### config.mk
export PLATFORM = sky130hd
export DESIGN_NAME = signal_debounce
export DESIGN_NICKNAME = d
export VERILOG_FILES = /design/src/rtl/signal_debounce.sv
export SDC_FILE = /design/constraint.sdc
export NUM_CORES = 1
export LEC_CHECK = 0
export CAP_MARGIN = 5
export CORE_UTILIZATION = 31
export CTS_BUF_LIST = sky130_fd_sc_hd__clkbuf_2 sky130_fd_sc_hd__clkbuf_4 sky130_fd_sc_hd__clkbuf_8
export CTS_CLUSTER_DIAMETER = 60
export DETAILED_ROUTE_END_ITERATION = 16
export SYNTH_ARGS = -nofsm -noshare
export SYNTH_HDL_FRONTEND = slang
export SYNTH_SLANG_ARGS = --single-unit
### constraint.sdc
create_clock -name clk -period 2.6 [get_ports clk]
set_input_delay 0.78 -clock clk [delete_from_list [all_inputs] [get_ports clk]]
set_output_delay 0.78 -clock clk [all_outputs]
set_load 0.03 [all_outputs]
### src/rtl/signal_debounce.sv
// Two-flop synchronizer followed by a four-state debounce FSM that qualifies a
// new level only after it has held for DEBOUNCE_CYCLES consecutive clocks.
module signal_debounce #(
    parameter int DEBOUNCE_CYCLES = 500000,
    parameter int CNT_W           = 20
) (
    input  logic clk,
    input  logic reset,
    input  logic raw,
    output logic q,
    output logic rise,
    output logic fall,
    output logic busy
);

    generate
        if (DEBOUNCE_CYCLES < 2) begin : g_bad_cycles
            $error("signal_debounce: DEBOUNCE_CYCLES must be >= 2");
        end
        if ((64'd1 << CNT_W) <= 64'(DEBOUNCE_CYCLES)) begin : g_bad_width
            $error("signal_debounce: CNT_W too narrow for DEBOUNCE_CYCLES");
        end
    endgenerate

    localparam logic [CNT_W-1:0] CNT_LAST = CNT_W'(DEBOUNCE_CYCLES - 1);
    localparam logic [CNT_W-1:0] CNT_ONE  = CNT_W'(1);

    typedef enum logic [1:0] {
        STABLE_LOW  = 2'd0,
        PEND_HIGH   = 2'd1,
        STABLE_HIGH = 2'd2,
        PEND_LOW    = 2'd3
    } state_t;

    logic             sync0;
    logic             sync1;
    logic             s;
    state_t           state;
    state_t           state_nxt;
    logic [CNT_W-1:0] cnt;
    logic [CNT_W-1:0] cnt_nxt;
    logic             q_nxt;
    logic             rise_nxt;
    logic             fall_nxt;
    logic             busy_nxt;

    // Stage: metastability synchronizer, raw is never sampled elsewhere
    always_ff @(posedge clk or negedge reset) begin
        if (!reset) begin
            sync0 <= 1'b0;
            sync1 <= 1'b0;
        end else begin
            sync0 <= raw;
            sync1 <= sync0;
        end
    end

    assign s = sync1;

    // Stage: qualification FSM; a reversal during PEND drops all progress
    always_comb begin
        state_nxt = state;
        cnt_nxt   = cnt;
        q_nxt     = q;
        rise_nxt  = 1'b0;
        fall_nxt  = 1'b0;
        case (state)
            STABLE_LOW: begin
                if (s) begin
                    state_nxt = PEND_HIGH;
                    cnt_nxt   = CNT_ONE;
                end else begin
                    cnt_nxt = '0;
                end
            end
            PEND_HIGH: begin
                if (!s) begin
                    state_nxt = STABLE_LOW;
                    cnt_nxt   = '0;
                end else if (cnt == CNT_LAST) begin
                    state_nxt = STABLE_HIGH;
                    cnt_nxt   = '0;
                    q_nxt     = 1'b1;
                    rise_nxt  = 1'b1;
                end else begin
                    cnt_nxt = cnt + CNT_ONE;
                end
            end
            STABLE_HIGH: begin
                if (!s) begin
                    state_nxt = PEND_LOW;
                    cnt_nxt   = CNT_ONE;
                end else begin
                    cnt_nxt = '0;
                end
            end
            PEND_LOW: begin
                if (s) begin
                    state_nxt = STABLE_HIGH;
                    cnt_nxt   = '0;
                end else if (cnt == CNT_LAST) begin
                    state_nxt = STABLE_LOW;
                    cnt_nxt   = '0;
                    q_nxt     = 1'b0;
                    fall_nxt  = 1'b1;
                end else begin
                    cnt_nxt = cnt + CNT_ONE;
                end
            end
            default: begin
                state_nxt = STABLE_LOW;
                cnt_nxt   = '0;
                q_nxt     = 1'b0;
            end
        endcase
        busy_nxt = (state_nxt == PEND_HIGH) || (state_nxt == PEND_LOW);
    end

    // Stage: registered state and outputs, busy tracks the next state
    always_ff @(posedge clk or negedge reset) begin
        if (!reset) begin
            state <= STABLE_LOW;
            cnt   <= '0;
            q     <= 1'b0;
            rise  <= 1'b0;
            fall  <= 1'b0;
            busy  <= 1'b0;
        end else begin
            state <= state_nxt;
            cnt   <= cnt_nxt;
            q     <= q_nxt;
            rise  <= rise_nxt;
            fall  <= fall_nxt;
            busy  <= busy_nxt;
        end
    end

endmodule
==> metrics.cfg, run 1 <==
[cells_and_area]
nets = 140
final_util_pct = 37.1
area_growth_pct = 13.3
n_fill_cell = 379
n_antenna_cell = 0
drive_above_1_share_pct = 7.41
fin_cells = 185

[synth]
synth-xor-area-share_pct = 9.89
synth_seq_area_share_pct = 52.7
synth_area_leaders = dfrtp_1, xnor2_1, nor2_1
synth_edf_count = 0
synth_common_cells = dfrtp_1, nor2_1, xnor2_1, nand2_1, nand3_1
yosysMostFrequentCell = dfrtp_1
synth_ff_type = dfrtp_1
netlist-cell-type-count = 31
synthArstFlopShare_pct = 100
synth-seq-cells = 28
synth.net_count = 132
syn_area_per_cell_um2 = 10.4
synthSimpleGateAreaFrac_pct = 24.9
synth_compound_area_share_pct = 7.44
synth_top_area_cell = dfrtp_1
synth_top_area_share_pct = 52.7
synth_top_family_by_area = simple AND/OR/NAND/NOR gates
synthAdderAreaFrac_pct = 0.942
syn_area_mm2 = 0.00133
synth_mux_area_share_pct = 0.847
synthCells = 128
yosysWarnings = 0

[place]
place_hpwl_um = 1720
gp_congestion = 0.861
dp.cells = 181
dp_slack_ns = 0.511
io_buffers = 6

[drt]
drt_pass1_iterations = 4
ant_nets = 0
via_count = 927
vias_per_cell = 5.01
drtIter0Drc = 31
finalWirelength_um = 2440
drc = 0
wl_per_cell_um = 13.2

[setup_path]
critPathTopFamily = buffers and inverters
criticalPathCategory = reg -> out
cp_data_required_time_ns = 1.82
cp_slowest_stage_delay_ns = 0.68
cp_max_fo = 3
path_buf_inv = 1
cp_slowest_cell = clkdlybuf4s50_1
cp.arrival_ns = 1.35
path_cells = clkdlybuf4s50_1
startpoint_type = register
end_kind = output port

[die]
ios = 7
dieArea_mm2 = 0.00455
fp-row-count = 23
fp.coreArea_mm2 = 0.00406
start_util_pct = 32.7
fp.dieH_um = 67.5
dieWidth_um = 67.5

[sta]
rsz0062_at_grt = no
final_hold_viol_count = 0
setup_viol = 0
fmax_ghz = 0.469
min_period_over_period_pct = 82.0
min_period_ns = 2.13
tightest_slew_ns = 0.587
clock_skew_ns = 0.00729
setup_ws_ns = 0.469
slew_headroom_pct = 60.8
report.final.slew_viol_count = 0
setup_tns_ns = 0

[pwr]
leakage_uw = 0.000589
finalPower_uw = 822
power_density_mw_per_mm2 = 546
ir_worst_vdd_mv = 0.236

[global_routing]
grt_overflow_total = 0
track_usage_pct = 13.7
grt_max_degree = 29
grt_pass1_wl_um = 4460
first_global_vias = 948
antenna_found_initial = 0

[clock_network]
cts_tree = built
postCtsSetupRepairBufs = 0
cts_buffer_depth = 2
cts_buffers = 3
postCtsHoldBufs = 0
path_clk_slew_ns = 0.10
cts_resized = 0
root_buffer = clkbuf_8
insertion_delay_ns = 0.28
clock-sinks = 28
htreeDepth = 1

[status]
run_status = complete, no violations

[worst_hold_path]
holdCritPathClass = reg -> reg

[flow_run]
drv_cap = 0

-- state kept, by name, indices dropped and copies added, names as in the netlist --
signal and cells:
sync0 1, fall 1, state 2, cnt 20, q 1, s 1
busy 1, rise 1
-- metrics by stage --
stage	cell area, um2	hold slack [ns]
6_report	1510	0.359
5_1_grt	1510	0.360
3_5_place_dp	1430	0.343
4_1_cts	1510	0.359
2_1_floorplan	1330	0.331
3_3_place_gp	1430	0.347
-- kinds of logic after synthesis --
| logic type | count (synthesis) |
|---|---|
| compound gates | 16 |
| xor+xnor | 15 |
| fa+ha+maj | 1 |
| buf+inv | 9 |
| flops | 28 |
| mux | 1 |
| simple gates | 58 |
-- power breakdown --
| group | internal [uW] | switching (uW) |
|---|---|---|
| logic | 10.1 | 19.9 |
| registers | 441 | 6.62 |
| clock network | 207 | 138 |
| total | 658 | 165 |
-- cell usage in the layout, fill, tap and decap left out --
cell              n
or3_1             5
a211o_1           2
nor4b_1           1
inv_1             5
clkdlybuf4s50_1   6
dfrtp_1          28
and4_2            1
nand4_4           1
nand3_4           1
or4_4             1
clkbuf_8          3
and4_1            2
nor2_1           19
a41oi_1           1
a41o_1            1
nor4_1            5
mux2_2            1
nor3_1            2
buf_4             1
a31oi_1           2
nand2_1           7
xor2_1            4
xnor2_1          11
ha_1              1
and3_1            2
a21oi_1           5
nand4_1           3
o21ai_0           5
bufinv_16         1
nand3_1           7
nor3b_1           1
-- area by class of cell --
class	count	area, um2	area share, %
multi-input combinational	91	584	38.8
sequential	28	701	46.6
clock buffer	3	41.3	2.74
inverter	5	18.8	1.25
clock inverter	1	30.0	2.00
tap	50	62.6	4.16
timing repair buffer	7	67.6	4.49
-- worst paths after layout --
check / startpoint / to / slack (ns) / cells after the start
min in group asynchronous: reset / cnt[2]$_DFF_PN0_ / 0.87 / 2
worst max register to register: cnt[0]$_DFF_PN0_ / cnt[15]$_DFF_PN0_ / 0.51 / 5
worst min-delay path: sync0$_DFF_PN0_ / s$_DFF_PN0_ / 0.36 / 0
max in group asynchronous: reset / cnt[15]$_DFF_PN0_ / 1.47 / 2
worst min register to register: sync0$_DFF_PN0_ / s$_DFF_PN0_ / 0.36 / 0
worst max-delay path: q$_DFFE_PN0P_ / q / 0.47 / 1
-- worst register-to-register path, stage by stage (launching register included) --
cell,delay (ns)
dfrtp_1,0.42
ha_1,0.27
and4_2,0.26
and4_1,0.33
a211o_1,0.55
nor2_1,0.12
-- layer usage --
layer / up-vias / global-route usage [%] / wire length, um
met4: 0 / 9.57 / 76
met2: 9 / 21.2 / 1130
met5: - / 0 / 0
met3: 4 / 2.36 / 56
li1: 465 / - / -
met1: 449 / 17.2 / 1170
(Power assumes the default switching activity.)
==> run 2: changes to the inputs <==
==> constraint.sdc (replaced) <==
create_clock -name clk -period 1.75 [get_ports clk]
set_input_delay 0.525 -clock clk [delete_from_list [all_inputs] [get_ports clk]]
set_output_delay 0.525 -clock clk [all_outputs]
set_load 0.03 [all_outputs]
==> metrics.cfg, run 2 (synthesis gave the netlist of run 1 again) <==
[global_routing]
track_usage_pct = 13.3
grt_max_degree = 29
top_usage_layer = met2
grt_pass1_wl_um = 4530
antenna_found_initial = 0
grt_overflow_total = 0
first_global_vias = 985
met2_usage_pct = 21.2
met1_usage_pct = 16.9
grtUsageMet3_pct = 4.22

[pwr]
finalPower_uw = 1230
ir_worst_vdd_mv = 0.502
power_density_mw_per_mm2 = 733
leakage_uw = 0.000681

[setup_path]
r2r_cells = 4
r2r_start = cnt[9]$_DFF_PN0_
end_kind = register
rr_endpoint = cnt[17]$_DFF_PN0_
path_cells = nand4_1, or4_4, or3_1, a21oi_2
cp_slowest_cell = or4_4
cp_data_required_time_ns = 1.96
criticalPathCategory = reg -> reg
cp.arrival_ns = 1.91
cp_max_fo = 5
cp_slowest_stage_delay_ns = 0.58
startpoint_type = register
r2r_slack_ns = 0.05

[status]
run_status = complete, no violations

[die]
fp.dieH_um = 67.5
fp-row-count = 23
dieArea_mm2 = 0.00455
fp.coreArea_mm2 = 0.00406
dieWidth_um = 67.5
ios = 7
start_util_pct = 32.7

[worst_hold_path]
holdCritPathClass = reg -> reg
min_path_cells = 0
min_from = sync0$_DFF_PN0_
hold_end = s$_DFF_PN0_

[clock_network]
insertion_delay_ns = 0.27
cts_buffer_depth = 2
root_buffer = clkbuf_8
cts_buffers = 3
postCtsHoldBufs = 0
cts_tree = built
path_clk_slew_ns = 0.10
htreeDepth = 1
clock-sinks = 28

[place]
io_buffers = 6
dp_slack_ns = -0.0335
gp_congestion = 0.856
place_hpwl_um = 1760
dp.cells = 191

[drt]
wl_per_cell_um = 13.3
drt_pass1_iterations = 4
via_count = 1018
finalWirelength_um = 2690
vias_per_cell = 5.04
ant_nets = 0
drc = 0
drtIter0Drc = 47

[cells_and_area]
reg.largest.list = cnt x20, state x2
nets = 157
final_common_cell = dfrtp_1
drive_above_1_share_pct = 25.7
layout_common_cells = dfrtp_1, nor2_1, buf_4
area_growth_pct = 26.4
top_register = cnt
fin_cells = 202
n_antenna_cell = 0
largest_reg_flops = 20
n_fill_cell = 391

[sta]
clock_skew_ns = 0.00467
slew_headroom_pct = 74.0
final_hold_viol_count = 0
setup_viol = 0
tightest_slew_ns = 0.387
report.final.slew_viol_count = 0
fmax_ghz = 0.587
min_period_over_period_pct = 97.4
min_period_ns = 1.70
setup_ws_ns = 0.0462

[flow_run]
drv_cap = 0

run 2: changes by cell type in the layout (fill, tap and decap cells not counted), sizes merged:
cell           before  now
buf                 1   18
clkdlybuf4s50       6    2
dlygate4sd2         0    4
run 2: power by group:
| part | total [uW] | internal (uW) | switching (uW) |
|---|---|---|---|
| Combinational | 60.9 | 25.9 | 35.0 |
| Sequential | 664 | 655 | 8.88 |
| Clock | 507 | 306 | 201 |
| Total | 1230 | 987 | 244 |
run 2: metal layers:
layer / up-vias / wire (um)
met5: - / 0
met4: 0 / 29
met3: 2 / 78
met2: 11 / 1300
met1: 505 / 1270
li1: 500 / -
run 2: timing repair:
action                     CTS  global route
cloned                       0             0
pin swaps                    1             3
setup buffers                1             6
gates resized for setup      6            10
setup endpoints to repair    7             7
run 2: cell type report:
type                       count  area, um2  share of cell area [%]
sequential                    28        709                    42.3
multi-input combinational     91        614                    36.6
timing repair buffer          24        203                    12.1
tap                           50       62.6                    3.73
clock buffer                   3       41.3                    2.46
clock inverter                 1       30.0                    1.79
inverter                       5       18.8                    1.12
run 2: through the flow:
step / TNS [ns] / area [um2] / utilization [%] / hold WS, ns
2_1_floorplan: -0.0125 / 1340 / - / 0.229
3_3_place_gp: 0 / 1530 / 37.6 / 0.343
3_5_place_dp: -0.0525 / 1530 / 37.6 / 0.337
4_1_cts: 0 / 1610 / 39.6 / 0.367
5_1_grt: -0.0597 / 1680 / 41.4 / 0.387
6_report: 0 / 1680 / 41.4 / 0.368
run 2: how the worst max path moves through the flow:
stage                                start                 to  slack [ns]  cells past startpoint
final                     cnt[9]$_DFF_PN0_  cnt[17]$_DFF_PN0_        0.05                      4
after global routing      cnt[9]$_DFF_PN0_  cnt[17]$_DFF_PN0_       -0.04                      4
after CTS                 cnt[1]$_DFF_PN0_  cnt[16]$_DFF_PN0_     0.00004                      5
after detailed placement  cnt[1]$_DFF_PN0_  cnt[16]$_DFF_PN0_       -0.03                      5
after global placement    cnt[1]$_DFF_PN0_  cnt[16]$_DFF_PN0_        0.04                      5
after floorplan           cnt[1]$_DFF_PN0_  cnt[12]$_DFF_PN0_      -0.001                      8
run 2: worst max-delay path, delay by kind of cell (launching register included):
kind               cells  cell delay, ns
and+or+nand+nor        3            1.05
DFF                    1            0.44
AOI/OAI and AO/OA      1            0.14
==> run 3: changes to the inputs <==
--- a/config.mk
+++ b/config.mk
@@ -7,9 +7,10 @@
 export LEC_CHECK = 0
 export CAP_MARGIN = 5
 export CORE_UTILIZATION = 31
-export CTS_BUF_LIST = sky130_fd_sc_hd__clkbuf_2 sky130_fd_sc_hd__clkbuf_4 sky130_fd_sc_hd__clkbuf_8
+export CTS_BUF_LIST = sky130_fd_sc_hd__clkbuf_8
 export CTS_CLUSTER_DIAMETER = 60
 export DETAILED_ROUTE_END_ITERATION = 16
+export SKIP_LAST_GASP = 1
 export SYNTH_ARGS = -nofsm -noshare
 export SYNTH_HDL_FRONTEND = slang
 export SYNTH_SLANG_ARGS = --single-unit
==> results of run 3 <==
The final DEF is identical to that of run 2; final timing and power are the same.
